File: src/rtl/pres_pkg.sv
// Shared zone encodings and debounce FSM states for the pressure conditioner
// and for the downstream compressor alternator bench.
package pres_pkg;

  typedef enum logic [1:0] {
    ZN = 2'd0,  // normal band
    ZH = 2'd1,  // high
    ZL = 2'd2,  // low
    ZV = 2'd3   // very low
  } zone_e;

  typedef enum logic {
    ST_STABLE  = 1'b0,
    ST_QUALIFY = 1'b1
  } deb_state_e;

endpackage

File: src/rtl/pres_zone_decode.sv
// Combinational target-zone decode: given the committed zone and the current
// sample, returns the zone the debouncer should qualify toward. Exit
// thresholds apply the hysteresis margin with saturation (no wrap).
module pres_zone_decode
  import pres_pkg::*;
#(
  parameter int W       = 8,
  parameter int TH_HIGH = 200,
  parameter int TH_LOW  = 80,
  parameter int TH_VLOW = 40,
  parameter int HYST    = 10
) (
  input  zone_e          z,
  input  logic [W-1:0]   pres,
  output zone_e          target
);

  localparam logic [W:0] TH_HIGH_X = TH_HIGH[W:0];
  localparam logic [W:0] TH_LOW_X  = TH_LOW[W:0];
  localparam logic [W:0] TH_VLOW_X = TH_VLOW[W:0];
  localparam logic [W:0] HYST_X    = HYST[W:0];
  localparam logic [W:0] MAX_X     = {1'b0, {W{1'b1}}};

  function automatic logic [W-1:0] sat_sub(input logic [W:0] a, input logic [W:0] b);
    logic [W:0] d;
    d = a - b;
    if (b > a) return '0;
    return d[W-1:0];
  endfunction

  function automatic logic [W-1:0] sat_add(input logic [W:0] a, input logic [W:0] b);
    logic [W:0] s;
    s = a + b;
    if (s > MAX_X) return {W{1'b1}};
    return s[W-1:0];
  endfunction

  localparam logic [W-1:0] HIGH_EXIT = sat_sub(TH_HIGH_X, HYST_X);
  localparam logic [W-1:0] LOW_EXIT  = sat_add(TH_LOW_X, HYST_X);
  localparam logic [W-1:0] VLOW_EXIT = sat_add(TH_VLOW_X, HYST_X);
  localparam logic [W-1:0] TH_HIGH_W = TH_HIGH_X[W-1:0];
  localparam logic [W-1:0] TH_LOW_W  = TH_LOW_X[W-1:0];
  localparam logic [W-1:0] TH_VLOW_W = TH_VLOW_X[W-1:0];

  zone_e raw;

  // Raw classification plus hysteresis-gated exit from the committed zone
  always_comb begin
    raw = ZN;
    if (pres >= TH_HIGH_W)      raw = ZH;
    else if (pres <= TH_VLOW_W) raw = ZV;
    else if (pres <= TH_LOW_W)  raw = ZL;

    target = z;
    unique case (z)
      ZN: target = raw;
      ZH: if (pres < HIGH_EXIT) target = raw;
      ZL: begin
        if (pres <= TH_VLOW_W)     target = ZV;
        else if (pres > LOW_EXIT)  target = raw;
      end
      ZV: if (pres > VLOW_EXIT) target = raw;
      default: target = ZN;
    endcase
  end

endmodule

File: src/rtl/pres_zone_conditioner.sv
// Pressure zone conditioner: classifies samples, debounces zone changes over
// DEB_COUNT consecutive valid samples and drives one-hot PA/PB/PMB flags.
// Optional sensor watchdog enabled by defining SENSOR_FAULT_EN.
module pres_zone_conditioner
  import pres_pkg::*;
#(
  parameter int W         = 8,
  parameter int TH_HIGH   = 200,
  parameter int TH_LOW    = 80,
  parameter int TH_VLOW   = 40,
  parameter int HYST      = 10,
  parameter int DEB_COUNT = 3,
  parameter int TIMEOUT   = 16
) (
  input  logic         Clk,
  input  logic         Reset_n,
  input  logic [W-1:0] Pres,
  input  logic         PresValid,
  output logic         PA,
  output logic         PB,
  output logic         PMB,
  output logic         Changed,
  output logic         Fault
);

  localparam int CW = (DEB_COUNT < 2) ? 1 : $clog2(DEB_COUNT + 1);
  localparam logic [CW-1:0] DEB_N = DEB_COUNT[CW-1:0];

  zone_e               z_q, z_d, cand_q, cand_d, target;
  deb_state_e          state_q, state_d;
  logic [CW-1:0]       cnt_q, cnt_d;
  logic                pa_q, pb_q, pmb_q, changed_q, changed_d;

  pres_zone_decode #(
    .W(W), .TH_HIGH(TH_HIGH), .TH_LOW(TH_LOW), .TH_VLOW(TH_VLOW), .HYST(HYST)
  ) u_decode (
    .z      (z_q),
    .pres   (Pres),
    .target (target)
  );

`ifdef SENSOR_FAULT_EN
  localparam int WDW = (TIMEOUT < 2) ? 1 : $clog2(TIMEOUT + 1);
  localparam int TO_LAST_I = TIMEOUT - 1;
  localparam logic [WDW-1:0] TO_LAST = TO_LAST_I[WDW-1:0];
  logic [WDW-1:0] wd_q, wd_d;
  logic           fault_q, fault_d;
`endif

  // Debounce FSM next state, commit of the qualified candidate, watchdog
  always_comb begin
    z_d       = z_q;
    cand_d    = cand_q;
    state_d   = state_q;
    cnt_d     = cnt_q;
    changed_d = 1'b0;
`ifdef SENSOR_FAULT_EN
    wd_d      = wd_q;
    fault_d   = fault_q;
`endif
    if (PresValid) begin
      if (target == z_q) begin
        state_d = ST_STABLE;
        cnt_d   = '0;
      end else begin
        if (state_q == ST_STABLE || target != cand_q) begin
          cand_d  = target;
          cnt_d   = CW'(1);
          state_d = ST_QUALIFY;
        end else begin
          cnt_d = cnt_q + 1'b1;
        end
        if (cnt_d == DEB_N) begin
          z_d       = cand_d;
          changed_d = 1'b1;
          state_d   = ST_STABLE;
          cnt_d     = '0;
        end
      end
    end
`ifdef SENSOR_FAULT_EN
    // A valid sample clears the fault; a silent sensor forces the normal zone
    if (PresValid) begin
      wd_d    = '0;
      fault_d = 1'b0;
    end else if (!fault_q) begin
      if (wd_q == TO_LAST) begin
        fault_d   = 1'b1;
        wd_d      = '0;
        z_d       = ZN;
        changed_d = (z_q != ZN);
        cand_d    = ZN;
        state_d   = ST_STABLE;
        cnt_d     = '0;
      end else begin
        wd_d = wd_q + 1'b1;
      end
    end
`endif
  end

  // State and registered output decodes
  always_ff @(posedge Clk or negedge Reset_n) begin
    if (!Reset_n) begin
      z_q       <= ZN;
      cand_q    <= ZN;
      state_q   <= ST_STABLE;
      cnt_q     <= '0;
      changed_q <= 1'b0;
      pa_q      <= 1'b0;
      pb_q      <= 1'b0;
      pmb_q     <= 1'b0;
    end else begin
      z_q       <= z_d;
      cand_q    <= cand_d;
      state_q   <= state_d;
      cnt_q     <= cnt_d;
      changed_q <= changed_d;
      pa_q      <= (z_d == ZH);
      pb_q      <= (z_d == ZL);
      pmb_q     <= (z_d == ZV);
    end
  end

`ifdef SENSOR_FAULT_EN
  // Watchdog counter and fault flag
  always_ff @(posedge Clk or negedge Reset_n) begin
    if (!Reset_n) begin
      wd_q    <= '0;
      fault_q <= 1'b0;
    end else begin
      wd_q    <= wd_d;
      fault_q <= fault_d;
    end
  end
  assign Fault = fault_q;
`else
  assign Fault = 1'b0;
`endif

  assign PA      = pa_q;
  assign PB      = pb_q;
  assign PMB     = pmb_q;
  assign Changed = changed_q;

endmodule

File: config.mk
export PLATFORM = sky130hd
export DESIGN_NAME = pres_zone_conditioner
export DESIGN_NICKNAME = d
export VERILOG_FILES = /design/src/rtl/pres_pkg.sv /design/src/rtl/pres_zone_decode.sv /design/src/rtl/pres_zone_conditioner.sv
export SDC_FILE = /design/constraint.sdc
export NUM_CORES = 1
export LEC_CHECK = 0
export ABC_AREA = 0
export BUFFER_PORTS_ARGS = -buffer_cell sky130_fd_sc_hd__buf_4
export CORE_MARGIN = 2
export CORE_UTILIZATION = 60
export CTS_BUF_LIST = sky130_fd_sc_hd__clkbuf_4
export DETAILED_ROUTE_END_ITERATION = 16
export GPL_ROUTABILITY_DRIVEN = 0
export HOLD_SLACK_MARGIN = 0.03
export MAX_ROUTING_LAYER = met4
export PLACE_DENSITY = 0.83
export SLEW_MARGIN = 20
export SYNTH_ARGS = -nofsm -noshare
export SYNTH_HDL_FRONTEND = slang
export SYNTH_SLANG_ARGS = --single-unit
export TNS_END_PERCENT = 10
File: constraint.sdc
create_clock -name Clk -period 6.1 [get_ports Clk]
set_clock_uncertainty 0.1 [all_clocks]
set_input_delay 1.83 -clock Clk [delete_from_list [all_inputs] [get_ports Clk]]
set_output_delay 1.83 -clock Clk [all_outputs]
set_load 0.02 [all_outputs]
Yosys cells after proc, flatten, opt, wreduce, memory -nomap -nowiden
Index checks and enable logic that the tools add are counted.

operators by class
  add/subtract/negate cells = 1
  $lt $le $gt $ge = 6
  equal/unequal tests = 9
  multiplexer cells = 23
  bitwise gates (word level) = 2
  reduce and logical (&&, ||, !) cells = 5

operators with widths
  operator                                                         count
  two-way mux 2 bit                                                16
  == test 2 bit (second input constant)                            5
  greater-or-equal comparator 8 bit (second input constant)        1
  > comparator 8 x 6 -> 1 bit (second input constant)              1
  > comparator 8 x 7 -> 1 bit (second input constant)              1
  less-or-equal comparator 8 x 6 -> 1 bit (second input constant)  1
  less-or-equal comparator 8 x 7 -> 1 bit (second input constant)  1
  < comparator 8 bit (second input constant)                       1
  one-hot mux 2 bit (4 select lines)                               1
  two-way mux 1 bit                                                6
  == test 2 x 1 -> 1 bit (second input constant)                   2
  AND reduction 2 bit                                              2
  nonzero test 3 bit                                               1
  adder 2 x 1 -> 2 bit (second input constant)                     1
  == test 2 bit                                                    1
  zero test 2 bit                                                  1
  inequality test 2 bit                                            1
  NOT 1 bit                                                        2
  logical OR 1 bit                                                 1

word-level totals
  flip-flop bits (word level) = 11
  bits of input ports = 11
  output and inout port bits = 5
  word-level logic and storage cells = 54

Depth between registers and ports, before layout
  depth in word-level cells = 17
  depth in mapped cells = 7
  gate-level depth less buffers = 6

Hierarchy
A second synthesis with hierarchy kept.

second synthesis, totals
  cells, all modules = 73
  area, all modules = 763.2 µm²

by module, submodules not included
  module                 times used  cells each  area each (µm²)  sequential area each (µm²)
  pres_zone_conditioner  1           45          573.0            275.3
  pres_zone_decode       1           28          190.2            0.0

Worst setup path before layout
OpenSTA, ideal clock, no wires.

  kind = input -> register
  start point = input Pres[2]
  end point = register z_q[1]
  library setup time = 0.125 ns
  arrival time = 3.420 ns
  required time = 5.875 ns
  slack = 2.455 ns
  cell stages on the path = 6
  path buffers = 0
  path through = or4_1 o22a_1 nand2_1 xnor2_2 nand4_4 mux2_4

between the ends
  word-level cells in the longest chain between the ends = 16
  elaborated cells on any way between the ends = 25
  classes of those cells = 6 x order compare; 3 x eq/ne; 15 x mux; 1 x reduce/logical

ends and longest elaborated chain
  element                                  RTL line                      RTL
  start, declared                          pres_zone_conditioner.sv:17   input logic [W-1:0] Pres,
  less-or-equal comparator 8 x 7 -> 1 bit  pres_zone_decode.sv:52        else if (pres <= TH_LOW_W) raw = ZL;
  two-way mux 2 bit                        pres_zone_decode.sv:52
  two-way mux 2 bit                        pres_zone_decode.sv:51        else if (pres <= TH_VLOW_W) raw = ZV;
  two-way mux 2 bit                        pres_zone_decode.sv:50        if (pres >= TH_HIGH_W) raw = ZH;
  two-way mux 2 bit                        pres_zone_decode.sv:60        else if (pres > LOW_EXIT) target = raw;
  two-way mux 2 bit                        pres_zone_decode.sv:59        if (pres <= TH_VLOW_W) target = ZV;
  one-hot mux 2 bit (4 select lines) *     pres_zone_decode.sv:55        unique case (z)
  inequality test 2 bit                    pres_zone_conditioner.sv:66   if (state_q == ST_STABLE || target != cand_q) begin
  logical OR 1 bit                         pres_zone_conditioner.sv:66
  two-way mux 2 bit                        pres_zone_conditioner.sv:66
  two-way mux 2 bit                        pres_zone_conditioner.sv:62   if (target == z_q) begin
  two-way mux 2 bit                        pres_zone_conditioner.sv:61   if (PresValid) begin
  == test 2 bit                            pres_zone_conditioner.sv:73   if (cnt_d == DEB_N) begin
  two-way mux 2 bit                        pres_zone_conditioner.sv:73
  two-way mux 2 bit *                      pres_zone_conditioner.sv:62
  two-way mux 2 bit *                      pres_zone_conditioner.sv:61
  named net z_d[1]                         pres_zone_conditioner.sv:29   zone_e z_q, z_d, cand_q, cand_d, target;
  end signal, assigned                     pres_zone_conditioner.sv:114  z_q <= z_d;
  end, declared                            pres_zone_conditioner.sv:29

Mark *: on every way through the listed nets, which the timed path passes. The rest lies on a longest branch. The select of a mux whose other input is x is not followed.
A chain may end at the register's enable or synchronous reset.

Final worst setup path
  start point = input Pres[2]
  end point = register z_q[0]

The elaborated chain is that of the path after synthesis.

==> metrics.md <==
| Metric | Value |
|---|---|
| Yosys top cell area share | 34.4% |
| Number of warnings issued by yosys | 0 |
| Mean post-synth cell area | 10.5 um^2 |
| Die Y | 40.5 um |
| Area of the multi-input gates | roughly 500 um^2 |
| Asr flop ratio synth | 100% |
| Slew headroom | roughly 65% |
| IO Count | 16 |
| Power per cell area | 257 nW/um^2 |
| Total Wirelength | 1580 um |
| Crit Path Max Fanout | 7 |
| Iter 0 DRT Violations | 12 |
| Core Area | 1270 um^2 |
| Via density | between 6 and 7 |
| Skew-Pair Late Insertion Delay | 0.27 ns |
| Die X | 40.5 um |
| Max cap viols | 0 |
| Nets | 104 |
| # diodes | 0 |
| Initial antenna violation count | 0 |
| Clock Pin Slew Worst Setup and Hold Paths | 0.08 ns |
| Finished Cell Area | 935 um^2 |
| Final Setup Violations | 0 |
| CTS Buf Count | 3 |
| Setup crit start kind | input pin |
| Fin. Hold Viols | 0 |
| Commonest non-fill, non-tap cell in the layout | buf_4 |
| Worst hold slack | 0.458 ns |
| Net Sw Frac | 33.8% |
| WP data arrival | 3.70 ns |
| Critical Path RT | 6.16 ns |
| DIE AREA | 1640 um^2 |
| DRC viols | 0 |
| Seq/Total Area, Yosys | approximately a third |
| Post-Syn Area | roughly 800 um^2 |
| Least-Margin Pin Slew | 0.517 ns |
| Post-CTS Hold Fix Bufs | 0 |
| Leakage | about 0.00045 uW |
| Clk sinks | 11 |
| Reg power frac | 40.6% |
| Vias | 661 |
| Number of global-route vias before repair | 550 |
| Std cell rows | 13 |
| Seq cells post-synth | 11 |
| Routed len/inst | 14.7 um |
| Area leader, netlist | dfrtp_1 |
| Largest net degree at the start of global routing | 12 |
| Syn_nets | 87 |
| Status | completed |
| Register area | 275 um^2 |
| Minimum clock period | 3.64 ns |
| Unique cell type count in the Yosys netlist | 37 |
| Top post-synthesis cells by area | dfrtp_1 (34%), mux2_4 (9.4%), nand4_4 (5.3%) |
| Placed Instance Area | 905 um^2 |
| CTS tree | done |
| Worst Setup Slack post-DPL | 2.17 ns |
| Clock power share | between 20% and 30% |
| Layout area overhead | 16.9% |
| Peak supply drop | 167 uV |
| CP Class | input pin to flop |
| Final period util | around three fifths |
| GR Overflow Total | 0 |
| Starting Density | approximately 63% |
| Setup TNS | 0 ns |
| Post-Synthesis Cells | 76 |
| Unrepaired setup endpoints after global routing | false |
| Post-synth top flop | dfrtp_1 |
| Max frequency | 274 MHz |
| Detail Placement HPWL | 1240 um |
| Post-synth EDFFs | 0 |
| CP endpoint kind | flop |
| Clock root cell | clkbuf_4 |
| Comb pwr share | 36.0% |
| Post-detailed-route count of antenna-violating nets | 0 |
| DRT Pass-1 Iters | 4 |
| Share of post-route cells with drive strength above 1 | 32.6% |
| H-tree depth | 1 |
| Clk buf depth | 2 |
| IO buf count | 14 |
| First-pass GRT wire length | 2390 um |
| Fillers | 88 |
| Total track usage | between 20% and 30% |
| Post-CTS resize count | 0 |
| Slew Limit Fails | 0 |
| Total Power | 241 uW |
| Most frequent cells in the layout | buf_4 (14), dfrtp_1 (11), nand2_1 (11) |
| Switching pwr | 81.4 uW |
| Crit path largest cell delay | 0.54 ns |
| Setup Buffers After CTS | 0 |
| Worst path slowest cell | or4_1 |
| Worst Slack Setup Final | 2.46 ns |
| CP Cell Sequence | buf_4 -> or4_1 -> o22a_1 -> nand2_1 -> xnor2_2 -> nand4_4 -> mux2_4 |
| Cell-internal power | about 160 uW |
| HP Class | flop to flop |
per-stage QoR:
step | utilization (%) | std cells
3_5_place_dp | 71.3 | 103
6_report | 73.7 | 107
5_1_grt | 73.7 | 107
3_3_place_gp | 71.3 | 103
2_1_floorplan | - | 76
4_1_cts | 73.7 | 107
power by group through the flow:
| stage | Clock [uW] | Combinational, uW | Sequential, uW |
|---|---|---|---|
| finish | 56.2 | 86.7 | 97.7 |
| CTS | 55.3 | 86.6 | 97.0 |
| global placement | 0 | 84.5 | 97.8 |
| global route | 60.0 | 92.9 | 99.9 |
| floorplan | 0 | 63.5 | 98.4 |
| detailed placement | 0 | 86.1 | 98.5 |
synth_stat cells, types with 2 or more instances:
| library cell | count |
|---|---|
| nand4_4 | 2 |
| a21oi_1 | 2 |
| o211ai_1 | 3 |
| nand2_1 | 11 |
| mux2i_1 | 2 |
| o211a_1 | 2 |
| nand3_1 | 3 |
| nor2_1 | 4 |
| dfrtp_1 | 11 |
| o311ai_1 | 2 |
| nand2b_1 | 2 |
| o21a_1 | 2 |
| mux2_4 | 5 |
| nand4_1 | 2 |
worst paths after layout:
path | startpoint | end | slack, ns | depth (start not counted)
min reg2reg | cnt_q[1] | cnt_q[1] | 0.46 | 2
max | Pres[2] | z_q[0] | 2.46 | 7
max in group asynchronous | Reset_n | cand_q[1] | 4.48 | 1
max reg2reg | z_q[0] | z_q[0] | 3.92 | 6
min in group asynchronous | Reset_n | z_q[0] | 1.27 | 1
min | cnt_q[1] | cnt_q[1] | 0.46 | 2
cells by family (layout without fill, tap and decap cells):
group                  count (synthesis)  in the layout  share of synthesized area, %
AND/OR/NAND/NOR                       33             33                          27.2
AO/OA/AOI/OAI                         20             20                          21.1
flip-flops                            11             11                          34.4
multiplexers                           7              7                          11.9
buffers and inverters                  3             19                          2.82
other                                  1              1                         0.469
XOR/XNOR                               1              1                          2.03
registers in the layout, indices dropped and copies added (netlist names):
signal,flops
Changed,1
cnt_q,2
PB,1
cand_q,2
PA,1
state_q,1
PMB,1
z_q,2
cell type report:
type                    instances  share of cell area, %
inverters                       1                  0.402
well taps                      15                   2.01
flip-flops and latches         11                   29.5
repair buffers                 14                   11.2
clock buffers                   4                   3.21
multi-input cells              62                   53.7
per-layer routing:
layer,GRT usage [%],wire length [um],vias up
met1,34.1,806,321
met3,1.67,44,0
met5,-,0,-
met2,30.2,727,14
li1,-,-,326
met4,5.00,0,0
worst max-delay path: cells and delay by family:
| kind | cells | cell delay [ns] |
|---|---|---|
| buffers and inverters | 1 | 0.13 |
| AOI/OAI and AO/OA | 1 | 0.24 |
| xor gates and xnor gates | 1 | 0.18 |
| muxes | 1 | 0.34 |
| and+or+nand+nor | 3 | 0.99 |
Note: power is estimated with default switching activity, not from simulation.
